===== src/rtl/mprc_ptw_pkg.sv =====
// Shared constants, PTE layout and FSM encoding for the mprc_ptw page-table walker.
package mprc_ptw_pkg;

   localparam int PGIDX_BITS   = 12;
   localparam int VPN_LVL_BITS = 9;
   localparam int LEVELS       = 3;
   localparam int VPN_BITS     = LEVELS * VPN_LVL_BITS;
   localparam int ROOT_PPN_BITS = 20;
   localparam int PADDR_BITS   = 40;

   localparam int PTE_V_BIT   = 0;
   localparam int PTE_TYP_LO  = 1;
   localparam int PTE_TYP_HI  = 4;
   localparam int PTE_R_BIT   = 5;
   localparam int PTE_D_BIT   = 6;
   localparam int PTE_SW_LO   = 7;
   localparam int PTE_SW_HI   = 8;
   localparam int PTE_PPN_LO  = 10;
   localparam int PTE_PPN_HI  = 47;

   localparam logic [4:0] M_XRD = 5'h0;
   localparam logic [2:0] MT_D  = 3'h3;

   typedef enum logic [1:0] {
      S_IDLE = 2'd0,
      S_REQ  = 2'd1,
      S_WAIT = 2'd2,
      S_DONE = 2'd3
   } state_e;

   typedef struct packed {
      logic [37:0] ppn;
      logic [1:0]  sw;
      logic        d;
      logic        r;
      logic [3:0]  typ;
      logic        v;
   } pte_t;

   function automatic pte_t decode_pte(input logic [63:0] w);
      pte_t p;
      p.v   = w[PTE_V_BIT];
      p.typ = w[PTE_TYP_HI:PTE_TYP_LO];
      p.r   = w[PTE_R_BIT];
      p.d   = w[PTE_D_BIT];
      p.sw  = w[PTE_SW_HI:PTE_SW_LO];
      p.ppn = w[PTE_PPN_HI:PTE_PPN_LO];
      return p;
   endfunction

   // Level 0 indexes with the most significant VPN slice.
   function automatic logic [VPN_LVL_BITS-1:0] vpn_idx(input logic [VPN_BITS-1:0] vpn,
                                                       input logic [1:0] lvl);
      case (lvl)
         2'd0:    return vpn[26:18];
         2'd1:    return vpn[17:9];
         default: return vpn[8:0];
      endcase
   endfunction

endpackage


===== src/rtl/mprc_ptw.sv =====
// Three-level page-table walker: takes a TLB miss, loads PTEs through the dcache port,
// and returns the leaf (or an error) to the TLB.
module mprc_ptw
   import mprc_ptw_pkg::*;
(
   input  logic        clk,
   input  logic        reset,
   input  logic [19:0] io_ptbr_ppn,
   input  logic        io_sptbr_write,
   output logic        io_ptw_req_ready,
   input  logic        io_ptw_req_valid,
   input  logic [26:0] io_ptw_req_bits_addr,
   input  logic [1:0]  io_ptw_req_bits_prv,
   input  logic        io_ptw_req_bits_store,
   input  logic        io_ptw_req_bits_fetch,
   output logic        io_ptw_resp_valid,
   output logic        io_ptw_resp_bits_error,
   output logic [37:0] io_ptw_resp_bits_pte_ppn,
   output logic [1:0]  io_ptw_resp_bits_pte_reserved_for_software,
   output logic        io_ptw_resp_bits_pte_d,
   output logic        io_ptw_resp_bits_pte_r,
   output logic [3:0]  io_ptw_resp_bits_pte_typ,
   output logic        io_ptw_resp_bits_pte_v,
   output logic        io_ptw_invalidate,
   input  logic        io_mem_req_ready,
   output logic        io_mem_req_valid,
   output logic [39:0] io_mem_req_bits_addr,
   output logic [4:0]  io_mem_req_bits_cmd,
   output logic [2:0]  io_mem_req_bits_typ,
   output logic        io_mem_req_bits_phys,
   output logic [8:0]  io_mem_req_bits_tag,
   input  logic        io_mem_s2_nack,
   input  logic        io_mem_resp_valid,
   input  logic [63:0] io_mem_resp_bits_data
);

   state_e                   state_q, state_d;
   logic [1:0]               lvl_q, lvl_d;
   logic [ROOT_PPN_BITS-1:0] ppn_q, ppn_d;
   logic [VPN_BITS-1:0]      vpn_q, vpn_d;
   logic [1:0]               prv_q, prv_d;
   logic                     store_q, store_d;
   logic                     fetch_q, fetch_d;
   pte_t                     resp_q, resp_d;
   logic                     err_q, err_d;
   logic                     inv_q, inv_d;

   pte_t mem_pte;
   logic is_ptr;
   logic last_lvl;

   assign mem_pte  = decode_pte(io_mem_resp_bits_data);
   assign is_ptr   = mem_pte.v && (mem_pte.typ < 4'd2);
   assign last_lvl = (lvl_q == 2'(LEVELS - 1));

   // NOTE: every always_comb target gets a default first so no path infers a latch.
   always_comb begin
      state_d = state_q;
      lvl_d   = lvl_q;
      ppn_d   = ppn_q;
      vpn_d   = vpn_q;
      prv_d   = prv_q;
      store_d = store_q;
      fetch_d = fetch_q;
      resp_d  = resp_q;
      err_d   = err_q;
      inv_d   = io_sptbr_write;

      case (state_q)
         S_IDLE: begin
            if (io_ptw_req_valid) begin
               vpn_d   = io_ptw_req_bits_addr;
               prv_d   = io_ptw_req_bits_prv;
               store_d = io_ptw_req_bits_store;
               fetch_d = io_ptw_req_bits_fetch;
               ppn_d   = io_ptbr_ppn;
               lvl_d   = 2'd0;
               state_d = S_REQ;
            end
         end
         S_REQ: begin
            if (io_mem_req_ready) state_d = S_WAIT;
         end
         S_WAIT: begin
            // A nack wins over data arriving in the same cycle; the address is simply reissued.
            if (io_mem_s2_nack) begin
               state_d = S_REQ;
            end else if (io_mem_resp_valid) begin
               if (is_ptr && !last_lvl) begin
                  ppn_d   = mem_pte.ppn[ROOT_PPN_BITS-1:0];
                  lvl_d   = lvl_q + 2'd1;
                  state_d = S_REQ;
               end else begin
                  resp_d  = mem_pte;
                  err_d   = !mem_pte.v || is_ptr;
                  state_d = S_DONE;
               end
            end
         end
         S_DONE: state_d = S_IDLE;
         default: state_d = S_IDLE;
      endcase
   end

   // NOTE: sequential state uses non-blocking assignments only.
   always_ff @(posedge clk) begin
      if (reset) begin
         state_q <= S_IDLE;
         lvl_q   <= 2'd0;
         ppn_q   <= '0;
         vpn_q   <= '0;
         prv_q   <= '0;
         store_q <= 1'b0;
         fetch_q <= 1'b0;
         resp_q  <= '0;
         err_q   <= 1'b0;
         inv_q   <= 1'b0;
      end else begin
         state_q <= state_d;
         lvl_q   <= lvl_d;
         ppn_q   <= ppn_d;
         vpn_q   <= vpn_d;
         prv_q   <= prv_d;
         store_q <= store_d;
         fetch_q <= fetch_d;
         resp_q  <= resp_d;
         err_q   <= err_d;
         inv_q   <= inv_d;
      end
   end

   // NOTE: handshake outputs are gated by reset so they stay low for the whole reset cycle,
   // not just once the state register has been cleared.
   assign io_ptw_req_ready  = !reset && (state_q == S_IDLE);
   assign io_mem_req_valid  = !reset && (state_q == S_REQ);
   assign io_ptw_resp_valid = !reset && (state_q == S_DONE);
   assign io_ptw_invalidate = !reset && inv_q;

   assign io_mem_req_bits_addr = {8'h0, ppn_q, vpn_idx(vpn_q, lvl_q),
                                  {(PGIDX_BITS - VPN_LVL_BITS){1'b0}}};
   assign io_mem_req_bits_cmd  = M_XRD;
   assign io_mem_req_bits_typ  = MT_D;
   assign io_mem_req_bits_phys = 1'b1;
   assign io_mem_req_bits_tag  = 9'h0;

   assign io_ptw_resp_bits_error                     = err_q;
   assign io_ptw_resp_bits_pte_ppn                   = resp_q.ppn;
   assign io_ptw_resp_bits_pte_reserved_for_software = resp_q.sw;
   assign io_ptw_resp_bits_pte_d                     = resp_q.d;
   assign io_ptw_resp_bits_pte_r                     = resp_q.r;
   assign io_ptw_resp_bits_pte_typ                   = resp_q.typ;
   assign io_ptw_resp_bits_pte_v                     = resp_q.v;

   // Privilege/access flags are held for the TLB's benefit only; ignored PTE bits are dropped.
   logic unused_ok;
   assign unused_ok = ^{prv_q, store_q, fetch_q, io_mem_resp_bits_data[63:48],
                        io_mem_resp_bits_data[9]};

endmodule


===== config.mk =====
export PLATFORM = sky130hd
export DESIGN_NAME = mprc_ptw
export DESIGN_NICKNAME = d
export VERILOG_FILES = /design/src/rtl/mprc_ptw_pkg.sv /design/src/rtl/mprc_ptw.sv
export SDC_FILE = /design/constraint.sdc
export NUM_CORES = 1
export LEC_CHECK = 0
export CAP_MARGIN = 20
export CORE_MARGIN = 1.5
export CORE_UTILIZATION = 39
export DETAILED_ROUTE_END_ITERATION = 8
export GPL_TIMING_DRIVEN = 0
export HOLD_SLACK_MARGIN = 0.15
export PLACE_DENSITY = 0.8
export SLEW_MARGIN = 20
export SYNTH_ARGS = -nofsm -noshare
export SYNTH_HDL_FRONTEND = slang
export SYNTH_SLANG_ARGS = --single-unit

===== constraint.sdc =====
create_clock -name clk -period 1.9 [get_ports clk]
set_input_delay 0.57 -clock clk [delete_from_list [all_inputs] [get_ports clk]]
set_output_delay 0.57 -clock clk [all_outputs]
set_load 0.02 [all_outputs]

* Word-level counts from Yosys, hierarchy flattened
Index checks and enable logic that the tools add are counted.
W data, S select, Z words.
** Cells by class
- Add/sub/neg operators :: 1
- $lt $le $gt $ge :: 1
- Equality and inequality tests :: 11
- Multiplexer cells :: 17
- Bitwise operators :: 2
- Reduce and logical (&&, ||, !) cells :: 17
** Operators with widths (number)
- $mux W20 :: 4
- $pmux W20 S2 :: 1
- $mux W2 :: 9
- $pmux W9 S2 :: 1
- $ne A2 B2 Y1 const B :: 5
- $pmux W2 S4 :: 1
- $eq A2 B2 Y1 const B :: 3
- $logic_and A1 B1 Y1 :: 6
- $reduce_and A5 Y1 :: 1
- $eq A2 B1 Y1 const B :: 2
- $logic_not A2 Y1 :: 2
- $lt A4 B2 Y1 const B :: 1
- $pmux W2 S2 :: 1
- $reduce_and A4 Y1 :: 1
- $logic_not A1 Y1 :: 3
- $ne A3 B3 Y1 const B :: 1
- $reduce_and A3 Y1 :: 1
- $add A2 B1 Y2 const B :: 1
- $not A1 Y1 :: 2
- $reduce_and A2 Y1 :: 1
- $reduce_bool A2 Y1 :: 1
- $logic_or A1 B1 Y1 :: 1
** Storage, ports and cells
- Register bits after elaboration :: 100
- Bits of input ports :: 122
- Output and inout port bits :: 110

* Logic depth before layout (Yosys ltp)
Gate-level depths: netlist (run 1).
- Word-level depth :: 7
- Gate-level depth with buffers :: 8

* Least setup slack after synthesis (run 1)
No wires, ideal clock.
- Path type :: input to output
- Start :: input reset
- End :: output io_mem_req_valid
- Data arrival time :: 1.500 ns
- Required time :: 1.330 ns
- Path slack :: -0.170 ns
- Stages :: 3
- Path buffers :: 2
- Path through :: clkbuf_1 -> clkbuf_1 -> nor3b_1
** On the way
- Cells in the longest elaborated chain, start to end :: 2
** RTL lines
- start: declaration :: RTL line mprc_ptw.sv:7 : input logic reset,
- $logic_not A1 Y1 :: RTL line mprc_ptw.sv:135 : assign io_mem_req_valid = !reset && (state_q == S_REQ);
- $logic_and A1 B1 Y1 :: RTL line mprc_ptw.sv:135
- end: declaration :: RTL line mprc_ptw.sv:26 : output logic io_mem_req_valid,
Every way passes these cells.

* Worst setup path after layout (run 1)
- Start :: register lvl_q[1]
- End :: output io_mem_req_bits_addr[7]
** On the way
- Cells in the longest elaborated chain, start to end :: 2
** RTL lines
- start: declaration :: RTL line mprc_ptw.sv:38 : logic [1:0] lvl_q, lvl_d;
- start signal: assignment :: RTL line mprc_ptw.sv:120 : lvl_q <= lvl_d;
- $eq A2 B1 Y1 or $logic_not A2 Y1 (tied branches) :: RTL line mprc_ptw_pkg.sv:54 : case (lvl)
- $pmux W9 S2 * :: RTL line mprc_ptw_pkg.sv:54
- end: declaration :: RTL line mprc_ptw.sv:27 : output logic [39:0] io_mem_req_bits_addr,
Mark *: on every way between the ends. The rest lies on a longest branch, timed or not.

==> flow_summary.json, run 1 <==
{
  "status": "finished with violations",
  "failed_checks": "setup timing",
  "globalRouteOverflowTotal": 0,
  "rsz0062_at_grt": "true",
  "grt_pass1_vias": 4268,
  "htree_levels": 3,
  "cts_tree": "yes",
  "place_inst": 864,
  "final_cells": 891,
  "startpoint": "lvl_q[1]$_SDFFE_PP0P_",
  "seqPwrFrac_pct": 48.0,
  "worst_slew_pin_slew_ns": 0.783,
  "finalCritPeriodShare_pct": 108,
  "drive_above_1_share_pct": 18.8,
  "leakagePower_nw": 3.53,
  "vias": 4308,
  "drc_errors": 0,
  "row_count": 38,
  "end_kind": "primary output",
  "ys.flop_type": "dfxtp_1",
  "clock-sinks": 100,
  "min_from": "io_ptw_resp_bits_pte_ppn[13]$_SDFFE_PP0P_",
  "clock_latency_ns": 0.35,
  "grt_pass1_wl_um": 20700,
  "yosys_warnings": 0,
  "antenna_cells": 0,
  "ios": 232,
  "postLayoutSetupSlackWorst_ns": -0.152,
  "worstHoldPathCells": 2,
  "drv_cap": 0,
  "yosys.area.top_type_share_pct": 46.9,
  "clk_pin_slew_worst_paths_ns": 0.09,
  "r2r_start": "lvl_q[0]$_SDFFE_PP0P_",
  "dp_hpwl_um": 10100,
  "antenna_found_initial": 1,
  "ys_ff_latch": 100,
  "post-route-min-period_ns": 2.05,
  "die_w_um": 108,
  "slowest_delay_ns": 0.35,
  "clockRootBuffer": "clkbuf_8",
  "crit_required_ns": 1.33,
  "synth_most_common_cell": "nand2_1",
  "synthCells": 517,
  "dieArea_um2": 11600,
  "drtIter0Drc": 158,
  "switching_share_pct": 26.8,
  "slew_violations": 0,
  "holdWs_ns": 0.454,
  "setup_viol": 9,
  "portBuffers": 180,
  "synth-async-reset-ratio_pct": 0,
  "final_nets": 871,
  "hold_violations": 0,
  "combPwrFrac_pct": 20.4,
  "slew_headroom_pct": 47.8,
  "ff2ff_path_depth": 9,
  "cts_made_buffers": 9,
  "power.internal_w": 0.00341,
  "start_kind": "flop",
  "crit_path_top_delay_cell": "dfxtp_2",
  "syn2layout_area_growth_pct": 62.6,
  "vdd_ir_drop_max_uv": 421,
  "min_to": "io_ptw_resp_bits_pte_ppn[13]$_SDFFE_PP0P_",
  "clock_path_buffers": 2,
  "wl_per_cell_um": 15.2,
  "skew_ns": 0.00810,
  "grt_util_all_layers_pct": 22.6,
  "critPathMaxFanout": 11,
  "cp.arrival_ns": 1.48,
  "routabilityCongestion": 0.856,
  "synth_cell_types": 35,
  "fin_area_um2": 6940,
  "routed_wl_um": 13600,
  "rr_endpoint": "ppn_q[18]$_SDFFE_PP0P_",
  "synth_common_cells": "nand2_1, dfxtp_1, a21oi_1",
  "synthTopCellsByArea": "dfxtp_1, nand2_1, a21oi_1, buf_4, a211oi_2",
  "core_area_um2": 10700,
  "switching_power_w": 0.00125,
  "fin_total_pwr_w": 0.00466,
  "start_util_pct": 39.7,
  "fp.dieH_um": 108,
  "fillers": 945,
  "synth_edf_count": 0,
  "min_path_type": "flop to flop",
  "postPlaceCellArea_um2": 6360,
  "power.density_nw_per_um2": 671,
  "antenna_left": 0,
  "rrSetupSlack_ns": 0.12,
  "yosysTopAreaCell": "dfxtp_1",
  "grt_max_degree": 17,
  "avgSynthCellArea_um2": 8.26,
  "vias_per_cell": 4.84,
  "path_cells": "inv_2 -> ha_4 -> a22oi_1 -> nand2_1 -> buf_4",
  "power_frac_clock_pct": 31.6,
  "critPathKind": "flop to primary output",
  "seq_area_frac_synth_pct": 46.9,
  "netlist_area_um2": 4270,
  "dr.pass1.iters": 6,
  "fmax_mhz": 487
}
[power groups by stage]
stage / combinational (W) / clock [W] / sequential [W]
2_1_floorplan: 0.000418 / 0 / 0.00233
3_3_place_gp: 0.000894 / 0 / 0.00227
3_5_place_dp: 0.000914 / 0 / 0.00228
4_1_cts: 0.000928 / 0.00151 / 0.00224
5_1_grt: 0.00102 / 0.00158 / 0.00225
6_report: 0.000953 / 0.00147 / 0.00224
[through the flow]
step | setup slack, ns | TNS (ns) | utilization (%)
after floorplan | 0.0202 | 0 | -
after global placement | -0.654 | -49.98 | 59.2
after detailed placement | -0.721 | -55.37 | 59.2
after CTS | -0.157 | -1.29 | 62.6
after global routing | -0.222 | -1.77 | 64.6
final | -0.152 | -1.19 | 64.6
[worst max path at each step]
| stage | depth (start not counted) | endpoint | slack (ns) |
|---|---|---|---|
| after floorplan | 3 | io_mem_req_valid | 0.02 |
| after global placement | 7 | io_mem_req_bits_addr[8] | -0.65 |
| after detailed placement | 6 | io_ptw_resp_bits_pte_ppn[17]$_SDFFE_PP0P_ | -0.72 |
| after CTS | 6 | io_mem_req_bits_addr[8] | -0.16 |
| after global routing | 6 | io_mem_req_bits_addr[11] | -0.22 |
| final | 5 | io_mem_req_bits_addr[7] | -0.15 |
[flip-flops by register name, summed over array words and instances (netlist names)]
register                                    flops
io_ptw_resp_bits_pte_typ                        4
state_q                                         2
io_ptw_resp_bits_pte_reserved_for_software      2
vpn_q                                          27
io_ptw_resp_bits_pte_ppn                       38
io_ptw_resp_bits_pte_d                          1
io_ptw_resp_bits_pte_r                          1
lvl_q                                           2
ppn_q                                          20
inv_q                                           1
io_ptw_resp_bits_pte_v                          1
io_ptw_resp_bits_error                          1
[area by class of cell]
cell class	instances	area (um2)	area share (%)
inverter	3	13.8	0.198
buffer	63	450	6.49
tap	140	175	2.52
clock buffer	10	128	1.84
clock inverter	6	87.6	1.26
sequential	100	2010	28.9
multi-input combinational	376	2100	30.3
timing repair buffer	193	1980	28.5
[what timing repair did]
item / CTS / global route
setup buffers: 5 / 7
gates resized for setup: 144 / 60
setup endpoints to repair: 117 / 99
hold buffers: 0 / 0
cloned: 1 / 1
pin swaps: 9 / 7
[routing by layer]
layer	up-vias	GRT usage (%)	part of all wire [%]
li1	2118	-	-
met1	1992	24.9	39
met2	172	41.4	51
met3	24	6.84	8.3
met4	2	7.24	2.0
met5	-	0	0.081
[layout by cell type (no fill, tap or decap), types with 3 or more instances in the layout]
cell type        instances
clkbuf_8                10
dlygate4sd2_1           28
a211oi_1                 3
a22oi_1                  4
dlymetal6s2s_1          41
a21oi_1                 75
clkdlybuf4s50_1         98
a22oi_2                  6
nand2_1                164
buf_2                    7
mux2i_1                 21
conb_1                  29
a211oi_2                17
dfxtp_1                 97
clkbuf_2                 7
clkbuf_1                 9
buf_4                   46
buf_6                   13
nor2_1                  25
[cell families after synthesis]
group                      after synthesis  share of synthesized area (%)
and+or+nand+nor                        208                           19.8
AOI/OAI and AO/OA                      114                           17.9
DFF                                    100                           46.9
buffers and inverters                   69                           9.44
muxes                                   21                           4.92
adders and majority gates                3                          0.879
other                                    2                          0.176
[worst max-delay path: cells and delay by family (launching register included)]
family | cells | cell delay [ns]
flip-flops | 1 | 0.35
AO/OA/AOI/OAI | 1 | 0.24
buffers and inverters | 2 | 0.23
adder cells (fa/ha/maj) | 1 | 0.23
AND/OR/NAND/NOR | 1 | 0.08
Power figures use the tool's default switching activity.
==> run 2: changes to the inputs <==
--- a/config.mk
+++ b/config.mk
@@ -10,8 +10,9 @@
 export CORE_UTILIZATION = 39
 export DETAILED_ROUTE_END_ITERATION = 8
 export GPL_TIMING_DRIVEN = 0
-export HOLD_SLACK_MARGIN = 0.15
+export HOLD_SLACK_MARGIN = 0.1
 export PLACE_DENSITY = 0.8
+export SKIP_CTS_REPAIR_TIMING = 1
 export SLEW_MARGIN = 20
 export SYNTH_ARGS = -nofsm -noshare
 export SYNTH_HDL_FRONTEND = slang
==> run 2 against run 1 <==
The flow still finishes with violations (setup timing). Clock-buffer cell count unchanged. Die area unchanged. Global-route usage down 0.50 points. Flip-flop and latch count unchanged. Non-clock buffer count up 6. Final cell count up 0.67%. Wire length up 3.9%. Hold slack about the same. First-iteration DRC count up 8.2%. Critical endpoint is now io_mem_req_bits_addr[5]. Largest power group unchanged.
==> flow_summary.json, run 2 (synthesis gave the netlist of run 1 again) <==
{
  "dieArea_um2": 11600,
  "critPathKind": "flop to primary output",
  "largest_reg_flops": 38,
  "slew_violations": 0,
  "critPathMaxFanout": 6,
  "fin_util_pct": 66.3,
  "postLayoutSetupSlackWorst_ns": -0.244,
  "drive_above_1_share_pct": 18.8,
  "post-route-min-period_ns": 2.14,
  "dr.pass1.iters": 5,
  "vias": 4364,
  "row_count": 38,
  "vias_per_cell": 4.87,
  "grt_max_degree": 17,
  "finalSetupTns_ns": -1.93,
  "rr_endpoint": "ppn_q[18]$_SDFFE_PP0P_",
  "r2r_start": "lvl_q[0]$_SDFFE_PP0P_",
  "end_kind": "primary output",
  "worst_slew_pin_slew_ns": 0.797,
  "setup_viol": 9,
  "wl_per_cell_um": 15.7,
  "final_common_cell": "nand2_1",
  "ff2ff_path_depth": 8,
  "routabilityCongestion": 0.856,
  "skew_ns": 0.00974,
  "fmax_mhz": 466,
  "clockRootBuffer": "clkbuf_8",
  "final_nets": 877,
  "antenna_cells": 0,
  "grt_util_all_layers_pct": 22.1,
  "antenna_found_initial": 0,
  "core_area_um2": 10700,
  "syn2layout_area_growth_pct": 67.0,
  "routed_wl_um": 14100,
  "min_to": "io_ptw_resp_bits_pte_ppn[13]$_SDFFE_PP0P_",
  "cp.arrival_ns": 1.57,
  "die_w_um": 108,
  "globalRouteOverflowTotal": 0,
  "holdWs_ns": 0.455,
  "grt_pass1_vias": 4203,
  "start_kind": "flop",
  "drc_errors": 0,
  "portBuffers": 180,
  "hold_violations": 0,
  "failed_checks": "setup timing",
  "finalCritPeriodShare_pct": 113,
  "htree_levels": 3,
  "cts_made_buffers": 9,
  "clock-sinks": 100,
  "grt_pass1_wl_um": 20200,
  "clk_pin_slew_worst_paths_ns": 0.10,
  "min_path_type": "flop to flop",
  "cts_tree": "yes",
  "rsz0062_at_grt": "true",
  "leakagePower_nw": 3.96,
  "ios": 232,
  "fillers": 917,
  "clock_path_buffers": 2,
  "crit_required_ns": 1.33,
  "clock_latency_ns": 0.36,
  "worstHoldPathCells": 2,
  "rrSetupSlack_ns": 0.09,
  "status": "finished with violations",
  "drv_cap": 0,
  "fin_total_pwr_w": 0.00470,
  "power.density_nw_per_um2": 660,
  "drtIter0Drc": 171,
  "antenna_left": 0,
  "slew_headroom_pct": 46.8,
  "min_from": "io_ptw_resp_bits_pte_ppn[13]$_SDFFE_PP0P_",
  "mostFrequentLayoutCells": "nand2_1, dfxtp_1, clkdlybuf4s50_1",
  "vdd_ir_drop_max_uv": 426,
  "dp_hpwl_um": 10100,
  "fp.dieH_um": 108,
  "start_util_pct": 39.7
}
-- run 2: changes by cell type in the layout (fill, tap and decap cells not counted), moves of 2 or more --
cell and change:
dlymetal6s2s_1 +31, buf_6 +4, clkbuf_2 -2, clkbuf_1 +2, clkdlybuf4s50_1 -2, dlygate4sd2_1 -28
-- run 2: worst max-delay path by stage --
stage	startpoint	endpoint	slack [ns]	cells past startpoint
floorplan	reset	io_mem_req_valid	0.02	3
global placement	lvl_q[0]$_SDFFE_PP0P_	io_mem_req_bits_addr[8]	-0.65	7
detailed placement	io_mem_s2_nack	io_ptw_resp_bits_pte_ppn[17]$_SDFFE_PP0P_	-0.72	6
CTS	lvl_q[1]$_SDFFE_PP0P_	io_mem_req_bits_addr[9]	-1.12	7
global route	lvl_q[0]$_SDFFE_PP0P_	io_mem_req_bits_addr[11]	-0.30	7
finish	lvl_q[0]$_SDFFE_PP0P_	io_mem_req_bits_addr[5]	-0.24	6
-- run 2: cell type report --
class | count | area (um2) | share of cell area (%)
clock inverter | 6 | 87.6 | 1.23
multi-input combinational | 376 | 2100 | 29.5
timing repair buffer | 198 | 2150 | 30.2
clock buffer | 10 | 128 | 1.79
sequential | 100 | 2000 | 28.1
inverter | 3 | 11.3 | 0.158
buffer | 64 | 469 | 6.58
tap | 140 | 175 | 2.46
-- run 2: metrics by stage --
| step | area (um2) | cells | setup slack, ns |
|---|---|---|---|
| floorplan | 4380 | 544 | 0.0202 |
| global placement | 6360 | 864 | -0.654 |
| detailed placement | 6360 | 864 | -0.721 |
| CTS | 6580 | 880 | -1.12 |
| global route | 7130 | 897 | -0.296 |
| finish | 7130 | 897 | -0.244 |
-- run 2: critical path: stages (launching register included) --
cell     delay [ns]
dfxtp_2        0.37
inv_2          0.07
ha_4           0.21
buf_4          0.15
a22oi_1        0.15
nand2_1        0.09
buf_2          0.17
-- run 2: report_power, final --
| group | switching (W) | total [W] | internal, W |
|---|---|---|---|
| sequential | 0.0000510 | 0.00224 | 0.00219 |
| combinational | 0.000479 | 0.000977 | 0.000498 |
| clock | 0.000742 | 0.00149 | 0.000746 |
-- run 2: layer usage --
layer  routed length (um)  global-route usage, %  vias to the layer above
met5                    0                      0                        -
met1                 5550                   24.8                     2044
li1                     -                      -                     2125
met3                 1130                   6.54                       24
met2                 7150                   39.9                      171
met4                  243                   7.24                        0
==> run 3: changes to the inputs <==
==> constraint.sdc (replaced) <==
create_clock -name clk -period 2 [get_ports clk]
set_input_delay 0.6 -clock clk [delete_from_list [all_inputs] [get_ports clk]]
set_output_delay 0.6 -clock clk [all_outputs]
set_load 0.02 [all_outputs]
==> run 3 against run 2 <==
The run still ends with setup timing left. Clock power fell by 6%. Final cell count fell by 1.1%. Combinational power fell by 8.5%. Critical path type unchanged. Critical endpoint is now io_mem_req_bits_addr[6]. Largest cell class unchanged. Largest power group unchanged.
==> flow_summary.json, run 3 (synthesis gave the netlist of run 1 again) <==
{
  "status": "finished with violations",
  "failed_checks": "setup timing",
  "post-route-min-period_ns": 2.10,
  "antenna_cells": 0,
  "htree_levels": 3,
  "start_util_pct": 39.7,
  "grt_max_degree": 17,
  "drtIter0Drc": 201,
  "finalSetupTns_ns": -0.655,
  "row_count": 38,
  "drv_cap": 0,
  "critPathKind": "flop to primary output",
  "leakagePower_nw": 2.71,
  "min_path_type": "flop to flop",
  "end_kind": "primary output",
  "globalRouteOverflowTotal": 0,
  "cts_tree": "yes",
  "drive_above_1_share_pct": 17.5,
  "vias_per_cell": 4.83,
  "ios": 232,
  "power.internal_w": 0.00323,
  "drc_errors": 0,
  "crit_required_ns": 1.40,
  "cts_made_buffers": 9,
  "antenna_left": 0,
  "slew_headroom_pct": 53.0,
  "grt_pass1_wl_um": 19500,
  "postLayoutSetupSlackWorst_ns": -0.105,
  "routed_wl_um": 13000,
  "power_frac_clock_pct": 31.7,
  "skew_ns": 0.00854,
  "dieArea_um2": 11600,
  "place_inst": 864,
  "dp_hpwl_um": 9830,
  "rsz0062_at_grt": "true",
  "grt_pass1_vias": 4069,
  "critPathMaxFanout": 7,
  "final_nets": 868,
  "setup_viol": 9,
  "finalCritPeriodShare_pct": 105,
  "fp.dieH_um": 108,
  "syn2layout_area_growth_pct": 59.3,
  "worst_slew_pin_slew_ns": 0.704,
  "vdd_ir_drop_max_uv": 487,
  "antenna_found_initial": 0,
  "grt_util_all_layers_pct": 21.4,
  "clock_latency_ns": 0.35,
  "vias": 4288,
  "fin_total_pwr_w": 0.00442,
  "die_w_um": 108,
  "power.density_nw_per_um2": 649,
  "slew_violations": 0,
  "fmax_mhz": 475,
  "seqPwrFrac_pct": 48.1,
  "portBuffers": 180,
  "wl_per_cell_um": 14.7,
  "switching_share_pct": 26.8,
  "clock_path_buffers": 2,
  "core_area_um2": 10700,
  "final_cells": 887,
  "largest_reg_flops": 38,
  "fin_util_pct": 63.3,
  "combPwrFrac_pct": 20.2,
  "clk_pin_slew_worst_paths_ns": 0.10,
  "final_common_cell": "clkdlybuf4s50_1",
  "clock-sinks": 100,
  "clockRootBuffer": "clkbuf_8",
  "hold_violations": 0,
  "mostFrequentLayoutCells": "clkdlybuf4s50_1, nand2_1, dfxtp_1",
  "dr.pass1.iters": 4,
  "switching_power_w": 0.00118,
  "start_kind": "flop",
  "routabilityCongestion": 0.895,
  "cp.arrival_ns": 1.50
}
-- run 3: cell count changes in the layout (fill, tap and decap cells not counted), sizes merged --
cell,change
clkinv,-2
clkbuf,+1
buf,-12
clkinvlp,+2
clkdlybuf4s50,+70
dlymetal6s2s,-69
-- run 3: critical path, stage by stage, from the launching register on --
cell     delay, ns
dfxtp_4       0.39
inv_4         0.05
ha_4          0.20
buf_6         0.15
a22oi_1       0.14
nand2_1       0.07
buf_4         0.16
-- run 3: power groups by stage --
stage	combinational (W)	clock, W	sequential [W]
floorplan	0.000397	0	0.00222
global placement	0.000852	0	0.00216
detailed placement	0.000863	0	0.00217
CTS	0.000867	0.00144	0.00212
global route	0.000958	0.00152	0.00213
finish	0.000894	0.00140	0.00212
-- run 3: cell type report --
type / instances / area, um2
multi-input combinational: 376 / 2080
buffer: 64 / 438
timing repair buffer: 189 / 1870
inverter: 3 / 16.3
tap: 140 / 175
clock inverter: 6 / 88.8
sequential: 100 / 2010
clock buffer: 9 / 124
fill: 951 / 3950
-- run 3: path summary, 6_finish.rpt --
check / from / slack [ns] / endpoint / cells after the start
worst max-delay path: lvl_q[0]$_SDFFE_PP0P_ / -0.10 / io_mem_req_bits_addr[6] / 6
worst min-delay path: io_ptw_resp_bits_pte_ppn[5]$_SDFFE_PP0P_ / 0.46 / io_ptw_resp_bits_pte_ppn[5]$_SDFFE_PP0P_ / 2
worst max register to register: lvl_q[0]$_SDFFE_PP0P_ / 0.13 / ppn_q[2]$_SDFFE_PP0P_ / 9
worst min register to register: io_ptw_resp_bits_pte_ppn[5]$_SDFFE_PP0P_ / 0.46 / io_ptw_resp_bits_pte_ppn[5]$_SDFFE_PP0P_ / 2
-- run 3: routing by layer --
layer	GRT usage, %	vias up	part of all wire [%]	routed length (um)
met2	35.9	198	47	6140
met5	0	-	0	0
met3	5.75	29	8.7	1140
li1	-	2109	-	-
met1	25.9	1952	41	5360
met4	8.36	0	2.8	364
-- run 3: per-stage QoR --
stage               cell area, um2  hold slack [ns]  setup WS (ns)
detailed placement            6360            0.447         -0.778
floorplan                     4380            0.436         0.0585
CTS                           6570            0.459          -1.20
finish                        6800            0.458         -0.105
global route                  6800            0.478         -0.142
global placement              6360            0.442         -0.736
